===== config.mk =====
export PLATFORM = sky130hd
export DESIGN_NAME = obi_arbiter_2to1_flat
export DESIGN_NICKNAME = d
export VERILOG_FILES = /design/src/rtl/obi_pkg.sv /design/src/rtl/obi_arbiter_2to1_if.sv /design/src/rtl/id_fifo.sv /design/src/rtl/obi_arbiter_2to1.sv /design/src/flat_wrapper.sv
export SDC_FILE = /design/constraint.sdc
export NUM_CORES = 1
export LEC_CHECK = 0
export CORE_AREA = 4 4 95 97
export CTS_CLUSTER_SIZE = 14
export DETAILED_ROUTE_END_ITERATION = 10
export DIE_AREA = 0 0 99 101
export GPL_ROUTABILITY_DRIVEN = 0
export PLACE_DENSITY = 0.72
export SLEW_MARGIN = 30
export SYNTH_ARGS = -nofsm -noshare
export SYNTH_HDL_FRONTEND = slang
export SYNTH_SLANG_ARGS = --single-unit

===== constraint.sdc =====
create_clock -name clk -period 2 [get_ports clk]
set_input_delay 0.4 -clock clk [delete_from_list [all_inputs] [get_ports clk]]
set_output_delay 0.4 -clock clk [all_outputs]
set_load 0.01 [all_outputs]

===== src/rtl/obi_pkg.sv =====
// Shared types for the OBI 2:1 arbiter: request/response bundles and master IDs.
package obi_pkg;

    localparam int OBI_ADDR_W = 32;
    localparam int OBI_DATA_W = 32;
    localparam int OBI_BE_W   = OBI_DATA_W / 8;

    typedef logic master_id_t;

    localparam master_id_t M_INSTR = 1'b0;
    localparam master_id_t M_DATA  = 1'b1;

    typedef struct packed {
        logic                  req;
        logic [OBI_ADDR_W-1:0] addr;
        logic                  we;
        logic [OBI_BE_W-1:0]   be;
        logic [OBI_DATA_W-1:0] wdata;
    } obi_req_t;

    typedef struct packed {
        logic                  gnt;
        logic                  rvalid;
        logic [OBI_DATA_W-1:0] rdata;
        logic                  err;
    } obi_rsp_t;

endpackage


===== src/rtl/obi_arbiter_2to1_if.sv =====
// Bus bundle between the two OBI masters, the arbiter and the shared slave port.
interface obi_arbiter_2to1_if #(
    parameter int ADDR_W = 32,
    parameter int DATA_W = 32
);
    logic                  m0_req_i;
    logic                  m0_gnt_o;
    logic                  m0_rvalid_o;
    logic [ADDR_W-1:0]     m0_addr_i;
    logic                  m1_req_i;
    logic                  m1_gnt_o;
    logic                  m1_rvalid_o;
    logic [ADDR_W-1:0]     m1_addr_i;
    logic                  m1_we_i;
    logic [DATA_W/8-1:0]   m1_be_i;
    logic [DATA_W-1:0]     m1_wdata_i;
    logic [DATA_W-1:0]     rsp_rdata_o;
    logic                  rsp_err_o;
    logic                  s_req_o;
    logic                  s_gnt_i;
    logic                  s_rvalid_i;
    logic [ADDR_W-1:0]     s_addr_o;
    logic                  s_we_o;
    logic [DATA_W/8-1:0]   s_be_o;
    logic [DATA_W-1:0]     s_wdata_o;
    logic [DATA_W-1:0]     s_rdata_i;
    logic                  s_err_i;

    // The arbiter sits on the slave side of the masters and drives the shared port.
    modport slave (
        input  m0_req_i, m0_addr_i,
        input  m1_req_i, m1_addr_i, m1_we_i, m1_be_i, m1_wdata_i,
        input  s_gnt_i, s_rvalid_i, s_rdata_i, s_err_i,
        output m0_gnt_o, m0_rvalid_o, m1_gnt_o, m1_rvalid_o,
        output rsp_rdata_o, rsp_err_o,
        output s_req_o, s_addr_o, s_we_o, s_be_o, s_wdata_o
    );

    modport master (
        output m0_req_i, m0_addr_i,
        output m1_req_i, m1_addr_i, m1_we_i, m1_be_i, m1_wdata_i,
        output s_gnt_i, s_rvalid_i, s_rdata_i, s_err_i,
        input  m0_gnt_o, m0_rvalid_o, m1_gnt_o, m1_rvalid_o,
        input  rsp_rdata_o, rsp_err_o,
        input  s_req_o, s_addr_o, s_we_o, s_be_o, s_wdata_o
    );

endinterface


===== src/rtl/id_fifo.sv =====
// Small FIFO of master IDs, one entry per transaction granted but not yet answered.
module id_fifo
    import obi_pkg::*;
#(
    parameter int DEPTH = 2
) (
    input  logic       clk,
    input  logic       rst,
    input  logic       push,
    input  master_id_t push_id,
    input  logic       pop,
    output logic       full,
    output logic       empty,
    output master_id_t head
);

    localparam int PTR_W = (DEPTH > 1) ? $clog2(DEPTH) : 1;
    localparam int CNT_W = $clog2(DEPTH + 1);

    master_id_t       mem [DEPTH];
    logic [PTR_W-1:0] wr_ptr;
    logic [PTR_W-1:0] rd_ptr;
    logic [CNT_W-1:0] count;

    function automatic logic [PTR_W-1:0] next_ptr(input logic [PTR_W-1:0] ptr);
        return (ptr == PTR_W'(DEPTH - 1)) ? '0 : ptr + PTR_W'(1);
    endfunction

    assign full  = (count == CNT_W'(DEPTH));
    assign empty = (count == '0);
    assign head  = mem[rd_ptr];

    always_ff @(posedge clk) begin
        if (push) begin
            mem[wr_ptr] <= push_id;
        end
    end

    // Count is the sole full/empty discriminator; pointers just wrap.
    always_ff @(posedge clk or negedge rst) begin
        if (!rst) begin
            wr_ptr <= '0;
            rd_ptr <= '0;
            count  <= '0;
        end else begin
            if (push) begin
                wr_ptr <= next_ptr(wr_ptr);
            end
            if (pop) begin
                rd_ptr <= next_ptr(rd_ptr);
            end
            if (push && !pop) begin
                count <= count + CNT_W'(1);
            end else if (pop && !push) begin
                count <= count - CNT_W'(1);
            end
        end
    end

endmodule


===== src/rtl/obi_arbiter_2to1.sv =====
// Round-robin 2:1 OBI arbiter with locked wait states and in-order response routing.
module obi_arbiter_2to1
    import obi_pkg::*;
#(
    parameter int ADDR_W          = 32,
    parameter int DATA_W          = 32,
    parameter int MAX_OUTSTANDING = 2
) (
    input  logic                    clk,
    input  logic                    rst,
    obi_arbiter_2to1_if.slave       bus,
    output logic                    protocol_err_o
);

    obi_req_t   m0_req;
    obi_req_t   m1_req;
    obi_req_t   sel_req;
    obi_rsp_t   slv_rsp;
    master_id_t winner;
    master_id_t prio;
    master_id_t lock_id;
    master_id_t head;
    logic       lock;
    logic       full;
    logic       empty;
    logic       any_req;
    logic       handshake;
    logic       pop;
    logic       protocol_err;

    always_comb begin
        m0_req.req    = bus.m0_req_i;
        m0_req.addr   = OBI_ADDR_W'(bus.m0_addr_i);
        m0_req.we     = 1'b0;
        m0_req.be     = '1;
        m0_req.wdata  = '0;
        m1_req.req    = bus.m1_req_i;
        m1_req.addr   = OBI_ADDR_W'(bus.m1_addr_i);
        m1_req.we     = bus.m1_we_i;
        m1_req.be     = OBI_BE_W'(bus.m1_be_i);
        m1_req.wdata  = OBI_DATA_W'(bus.m1_wdata_i);
        slv_rsp.gnt    = bus.s_gnt_i;
        slv_rsp.rvalid = bus.s_rvalid_i;
        slv_rsp.rdata  = OBI_DATA_W'(bus.s_rdata_i);
        slv_rsp.err    = bus.s_err_i;
    end

    assign any_req = m0_req.req | m1_req.req;

    // A stalled request keeps its winner so the address phase stays stable.
    always_comb begin
        winner = M_INSTR;
        if (lock) begin
            winner = lock_id;
        end else if (m0_req.req && m1_req.req) begin
            winner = prio;
        end else if (m1_req.req) begin
            winner = M_DATA;
        end
    end

    always_comb begin
        sel_req = m0_req;
        if (winner == M_DATA) begin
            sel_req = m1_req;
        end
        if (!any_req) begin
            sel_req.addr = '0;
        end
        sel_req.req = any_req & ~full;
    end

    assign handshake = sel_req.req & slv_rsp.gnt;
    assign pop       = slv_rsp.rvalid & ~empty;

    assign bus.s_req_o     = sel_req.req;
    assign bus.s_addr_o    = ADDR_W'(sel_req.addr);
    assign bus.s_we_o      = sel_req.we;
    assign bus.s_be_o      = (DATA_W/8)'(sel_req.be);
    assign bus.s_wdata_o   = DATA_W'(sel_req.wdata);
    assign bus.m0_gnt_o    = handshake & (winner == M_INSTR);
    assign bus.m1_gnt_o    = handshake & (winner == M_DATA);
    assign bus.m0_rvalid_o = pop & (head == M_INSTR);
    assign bus.m1_rvalid_o = pop & (head == M_DATA);
    assign bus.rsp_rdata_o = DATA_W'(slv_rsp.rdata);
    assign bus.rsp_err_o   = slv_rsp.err;
    assign protocol_err_o  = protocol_err;

    id_fifo #(
        .DEPTH (MAX_OUTSTANDING)
    ) u_id_fifo (
        .clk     (clk),
        .rst     (rst),
        .push    (handshake),
        .push_id (winner),
        .pop     (pop),
        .full    (full),
        .empty   (empty),
        .head    (head)
    );

    always_ff @(posedge clk or negedge rst) begin
        if (!rst) begin
            prio         <= M_INSTR;
            lock         <= 1'b0;
            lock_id      <= M_INSTR;
            protocol_err <= 1'b0;
        end else begin
            if (handshake) begin
                prio <= ~winner;
                lock <= 1'b0;
            end else if (sel_req.req) begin
                lock    <= 1'b1;
                lock_id <= winner;
            end
            if (slv_rsp.rvalid && empty) begin
                protocol_err <= 1'b1;
            end
        end
    end

endmodule

===== src/flat_wrapper.sv =====
// flat-port wrapper written by rule: the top's interface ports become plain ports
module obi_arbiter_2to1_flat import obi_pkg::*;
#(
    parameter int ADDR_W          = 32,
    parameter int DATA_W          = 32,
    parameter int MAX_OUTSTANDING = 2
)
  (clk, rst, protocol_err_o, bus_m0_req_i, bus_m0_addr_i, bus_m1_req_i, bus_m1_addr_i, bus_m1_we_i, bus_m1_be_i, bus_m1_wdata_i, bus_s_gnt_i, bus_s_rvalid_i, bus_s_rdata_i, bus_s_err_i, bus_m0_gnt_o, bus_m0_rvalid_o, bus_m1_gnt_o, bus_m1_rvalid_o, bus_rsp_rdata_o, bus_rsp_err_o, bus_s_req_o, bus_s_addr_o, bus_s_we_o, bus_s_be_o, bus_s_wdata_o);
  obi_arbiter_2to1_if #(.ADDR_W(ADDR_W), .DATA_W(DATA_W)) bus_i ();
  input  logic clk;
  input  logic rst;
  output logic protocol_err_o;
  input wire logic [$bits(bus_i.m0_req_i)-1:0] bus_m0_req_i;
  input wire logic [$bits(bus_i.m0_addr_i)-1:0] bus_m0_addr_i;
  input wire logic [$bits(bus_i.m1_req_i)-1:0] bus_m1_req_i;
  input wire logic [$bits(bus_i.m1_addr_i)-1:0] bus_m1_addr_i;
  input wire logic [$bits(bus_i.m1_we_i)-1:0] bus_m1_we_i;
  input wire logic [$bits(bus_i.m1_be_i)-1:0] bus_m1_be_i;
  input wire logic [$bits(bus_i.m1_wdata_i)-1:0] bus_m1_wdata_i;
  input wire logic [$bits(bus_i.s_gnt_i)-1:0] bus_s_gnt_i;
  input wire logic [$bits(bus_i.s_rvalid_i)-1:0] bus_s_rvalid_i;
  input wire logic [$bits(bus_i.s_rdata_i)-1:0] bus_s_rdata_i;
  input wire logic [$bits(bus_i.s_err_i)-1:0] bus_s_err_i;
  output wire logic [$bits(bus_i.m0_gnt_o)-1:0] bus_m0_gnt_o;
  output wire logic [$bits(bus_i.m0_rvalid_o)-1:0] bus_m0_rvalid_o;
  output wire logic [$bits(bus_i.m1_gnt_o)-1:0] bus_m1_gnt_o;
  output wire logic [$bits(bus_i.m1_rvalid_o)-1:0] bus_m1_rvalid_o;
  output wire logic [$bits(bus_i.rsp_rdata_o)-1:0] bus_rsp_rdata_o;
  output wire logic [$bits(bus_i.rsp_err_o)-1:0] bus_rsp_err_o;
  output wire logic [$bits(bus_i.s_req_o)-1:0] bus_s_req_o;
  output wire logic [$bits(bus_i.s_addr_o)-1:0] bus_s_addr_o;
  output wire logic [$bits(bus_i.s_we_o)-1:0] bus_s_we_o;
  output wire logic [$bits(bus_i.s_be_o)-1:0] bus_s_be_o;
  output wire logic [$bits(bus_i.s_wdata_o)-1:0] bus_s_wdata_o;
  assign bus_i.m0_req_i = bus_m0_req_i;
  assign bus_i.m0_addr_i = bus_m0_addr_i;
  assign bus_i.m1_req_i = bus_m1_req_i;
  assign bus_i.m1_addr_i = bus_m1_addr_i;
  assign bus_i.m1_we_i = bus_m1_we_i;
  assign bus_i.m1_be_i = bus_m1_be_i;
  assign bus_i.m1_wdata_i = bus_m1_wdata_i;
  assign bus_i.s_gnt_i = bus_s_gnt_i;
  assign bus_i.s_rvalid_i = bus_s_rvalid_i;
  assign bus_i.s_rdata_i = bus_s_rdata_i;
  assign bus_i.s_err_i = bus_s_err_i;
  assign bus_m0_gnt_o = bus_i.m0_gnt_o;
  assign bus_m0_rvalid_o = bus_i.m0_rvalid_o;
  assign bus_m1_gnt_o = bus_i.m1_gnt_o;
  assign bus_m1_rvalid_o = bus_i.m1_rvalid_o;
  assign bus_rsp_rdata_o = bus_i.rsp_rdata_o;
  assign bus_rsp_err_o = bus_i.rsp_err_o;
  assign bus_s_req_o = bus_i.s_req_o;
  assign bus_s_addr_o = bus_i.s_addr_o;
  assign bus_s_we_o = bus_i.s_we_o;
  assign bus_s_be_o = bus_i.s_be_o;
  assign bus_s_wdata_o = bus_i.s_wdata_o;
  obi_arbiter_2to1 #(.ADDR_W(ADDR_W), .DATA_W(DATA_W), .MAX_OUTSTANDING(MAX_OUTSTANDING)) u_core (.clk(clk), .rst(rst), .bus(bus_i), .protocol_err_o(protocol_err_o));
endmodule

==> out/qor.txt <==
status - finished with violations
failing checks - setup timing
post-synthesis net count - 365
worst slew slack as a fraction of its limit - 74.1%
power after layout - 3.43 mW
post-layout minimum cycle time - 2030 ps
critical path peak fanout - 8
signal arrival time at the worst endpoint - 1630 ps
core occupancy in the finished layout - 41.3%
Remaining Overflow, GRT - 0
classification of the worst-slack hold path - primary input to asynchronous set/reset pin
Bufs on Longest Clock Path - 2
TritonCTS clock tree - done
flops & latches, synth - 10
number of slew-limit violations in the final report - 0
pin count of the biggest net entering global routing - 66
Tightest Pin Transition - 388 ps
slack of the worst reg-to-reg path - 430 ps
nature of the critical path endpoint - primary output
remaining antenna violation count after routing - 0
# port buffers - 181
category of the worst setup path launch point - flip-flop
leading cell types in the layout, fill and taps excluded - clkdlybuf4s50_1 (106), nand2_1 (64), buf_2 (51)
library cell used as clock root buffer - clkbuf_8
total of max-cap violations - 0
Multi-input gate area - 1040 sq um
total leakage power - 1.76 nW
worst flop-to-flop path endpoint - u_core.u_id_fifo.count[1]
violation count after the first detailed-route iteration - 53
number of nets in the layout - 531
Clock Pin Slew Worst Setup and Hold Paths - 50 ps
portion of the post-synthesis area used by sequential elements - 16.0%
post-route DRC violation count - 0
core region area - 8130 sq um
most common library cell in the layout ignoring fill and taps - clkdlybuf4s50_1
maximum vdd ir drop - 0.411 mV
floorplan die area - 10000 sq um
start-to-end type of the worst setup path - flip-flop to primary output
wire length reported by the detailed router - 7.67 mm
number of hold buffers added after cts - 0
unrepaired setup endpoints after global routing - yes
starting density of the core - 20.0%
number of global-route vias before repair - 2018
final worst path period share - 101%
Clk Latency, worst-skew pair - 230 ps
vias after detailed routing - 2016
layout-stage area growth over the synthesis result - 106%
initial antenna violation count - 0
number of levels in the clock H-tree - 1
number of detailed-route iterations in the first pass - 5
footprint of the flip-flops and latches - 260 sq um
detailed placer's ending HPWL - 5.53 mm
setup violation total in the final timing report - 8
number of cells produced by synthesis - 224
number of synthesis warnings - 0
Final Hold Viols - 0
share of layout cells above drive strength 1 - 28.8%
num ports - 248
global-route wire length before repair - 10.2 mm
number of cells traversed by the worst register-to-register path - 8
final setup margin - -27.8 ps
fmax - 493 MHz
row cnt - 33
wire length per cell after detailed routing - 15.5 um
distinct cell type count of the synthesized netlist - 24
clk_skew - 1.93 ps
die extent in x - 99 um
Post-Synthesis Cell Area - 1630 sq um
die extent in y - 101 um
gr usage total - 12.9%
n_diodes - 0
critical path data required time - 1600 ps
total clock sinks - 10
areal power density over the cells - 1020 nW/um^2
TritonCTS Buffers - 3
filler cell count in the final layout - 823
beginning of the worst register-to-register path - u_core.u_id_fifo.count[0]
routed vias/inst - 4.08
post-synthesis average cell area - 7.26 sq um
-- where the power goes --
part / internal (mW) / total (mW) / switching [mW]
Clock: 0.134 / 0.204 / 0.0707
Combinational: 1.58 / 2.84 / 1.27
Sequential: 0.301 / 0.383 / 0.0812
Total: 2.01 / 3.43 / 1.42
-- layout make-up --
class                      instances  area share [%]
multi-input combinational        164            31.1
inverter                           2           0.708
tap                              105            3.91
clock inverter                     1           0.112
timing repair inverter             1           0.485
sequential                        10            7.75
clock buffer                       3            1.23
timing repair buffer             208            54.7
-- state kept, by name (all words and copies together) (netlist names) --
name,cells
u_core.u_id_fifo.count,2
u_core.u_id_fifo.mem,2
u_core.lock,1
u_core.lock_id,1
u_core.prio,1
u_core.protocol_err_o,1
u_core.u_id_fifo.rd_ptr,1
u_core.u_id_fifo.wr_ptr,1
-- critical path, stage by stage (launching register included) --
cell and delay [ps]:
dfrtp_1 390, buf_6 130, nand2_4 40, o21a_4 170, buf_12 160, buf_12 150
mux2i_1 200, buf_2 150
-- layer usage --
metal  up-vias  global-route usage, %  share of wire (%)
met5         -                      0                  0
met4         0                   2.52                1.5
met3        14                   2.49                8.2
met2        91                   23.2                 51
met1       908                   16.1                 40
li1       1003                      -                  -
-- timing repair --
item	4_1_cts	5_1_grt
resized for setup	250	44
setup buffers	4	7
cloned	4	3
setup endpoints to repair	78	68
pin swaps	2	2
hold endpoints to repair	0	0
-- logic make-up after synthesis --
kind of cell | after synthesis | synth area share [%]
xor gates and xnor gates | 5 | 2.69
buffers and inverters | 50 | 22.2
and+or+nand+nor | 119 | 34.7
muxes | 35 | 21.9
DFF | 10 | 16.0
adders and majority gates | 1 | 0.769
AOI/OAI and AO/OA | 4 | 1.69
-- through the flow --
| step | cells | setup WS [ps] | hold slack, ps | TNS [ps] | area [sq um] |
|---|---|---|---|---|---|
| floorplan | 224 | 381 | 104 | 0 | 1630 |
| global placement | 473 | -733 | 440 | -47050 | 3320 |
| detailed placement | 473 | -755 | 472 | -49040 | 3320 |
| CTS | 485 | -155 | 468 | -638 | 3410 |
| global route | 494 | -130 | 487 | -1850 | 3360 |
| finish | 494 | -27.8 | 460 | -118 | 3360 |
-- Yosys cell counts, drive strengths merged --
| cell type | n | area (sq um) |
|---|---|---|
| or2 | 1 | 6.26 |
| o21a | 2 | 15.0 |
| and2 | 34 | 213 |
| buf | 46 | 344 |
| ha | 1 | 12.5 |
| nor2 | 8 | 30.0 |
| nor2b | 3 | 18.8 |
| xor2 | 2 | 17.5 |
| mux2 | 2 | 26.3 |
| edfxtp | 2 | 60.1 |
| nand3 | 1 | 10.0 |
| o21ai | 1 | 5.00 |
| mux2i | 33 | 330 |
| nand2 | 65 | 244 |
| a21o | 1 | 7.51 |
| nor3 | 1 | 5.00 |
| nand2b | 6 | 37.5 |
| inv | 2 | 7.51 |
| clkbuf | 2 | 10.0 |
| xnor2 | 3 | 26.3 |
| dfrtp | 8 | 200 |
-- worst max-delay path by stage --
stage | start | end | slack (ps) | cells past startpoint
3_5_place_dp | bus_m0_req_i | bus_s_addr_o[31] | -760 | 6
6_report | u_core.lock | bus_s_addr_o[29] | -30 | 7
4_1_cts | u_core.lock | bus_s_addr_o[31] | -160 | 7
3_3_place_gp | bus_m0_req_i | bus_s_addr_o[31] | -730 | 6
5_1_grt | u_core.lock | bus_s_addr_o[4] | -130 | 7
2_1_floorplan | bus_m0_req_i | bus_s_wdata_o[25] | 380 | 6
No activity file was read; power rests on OpenSTA's default activity.
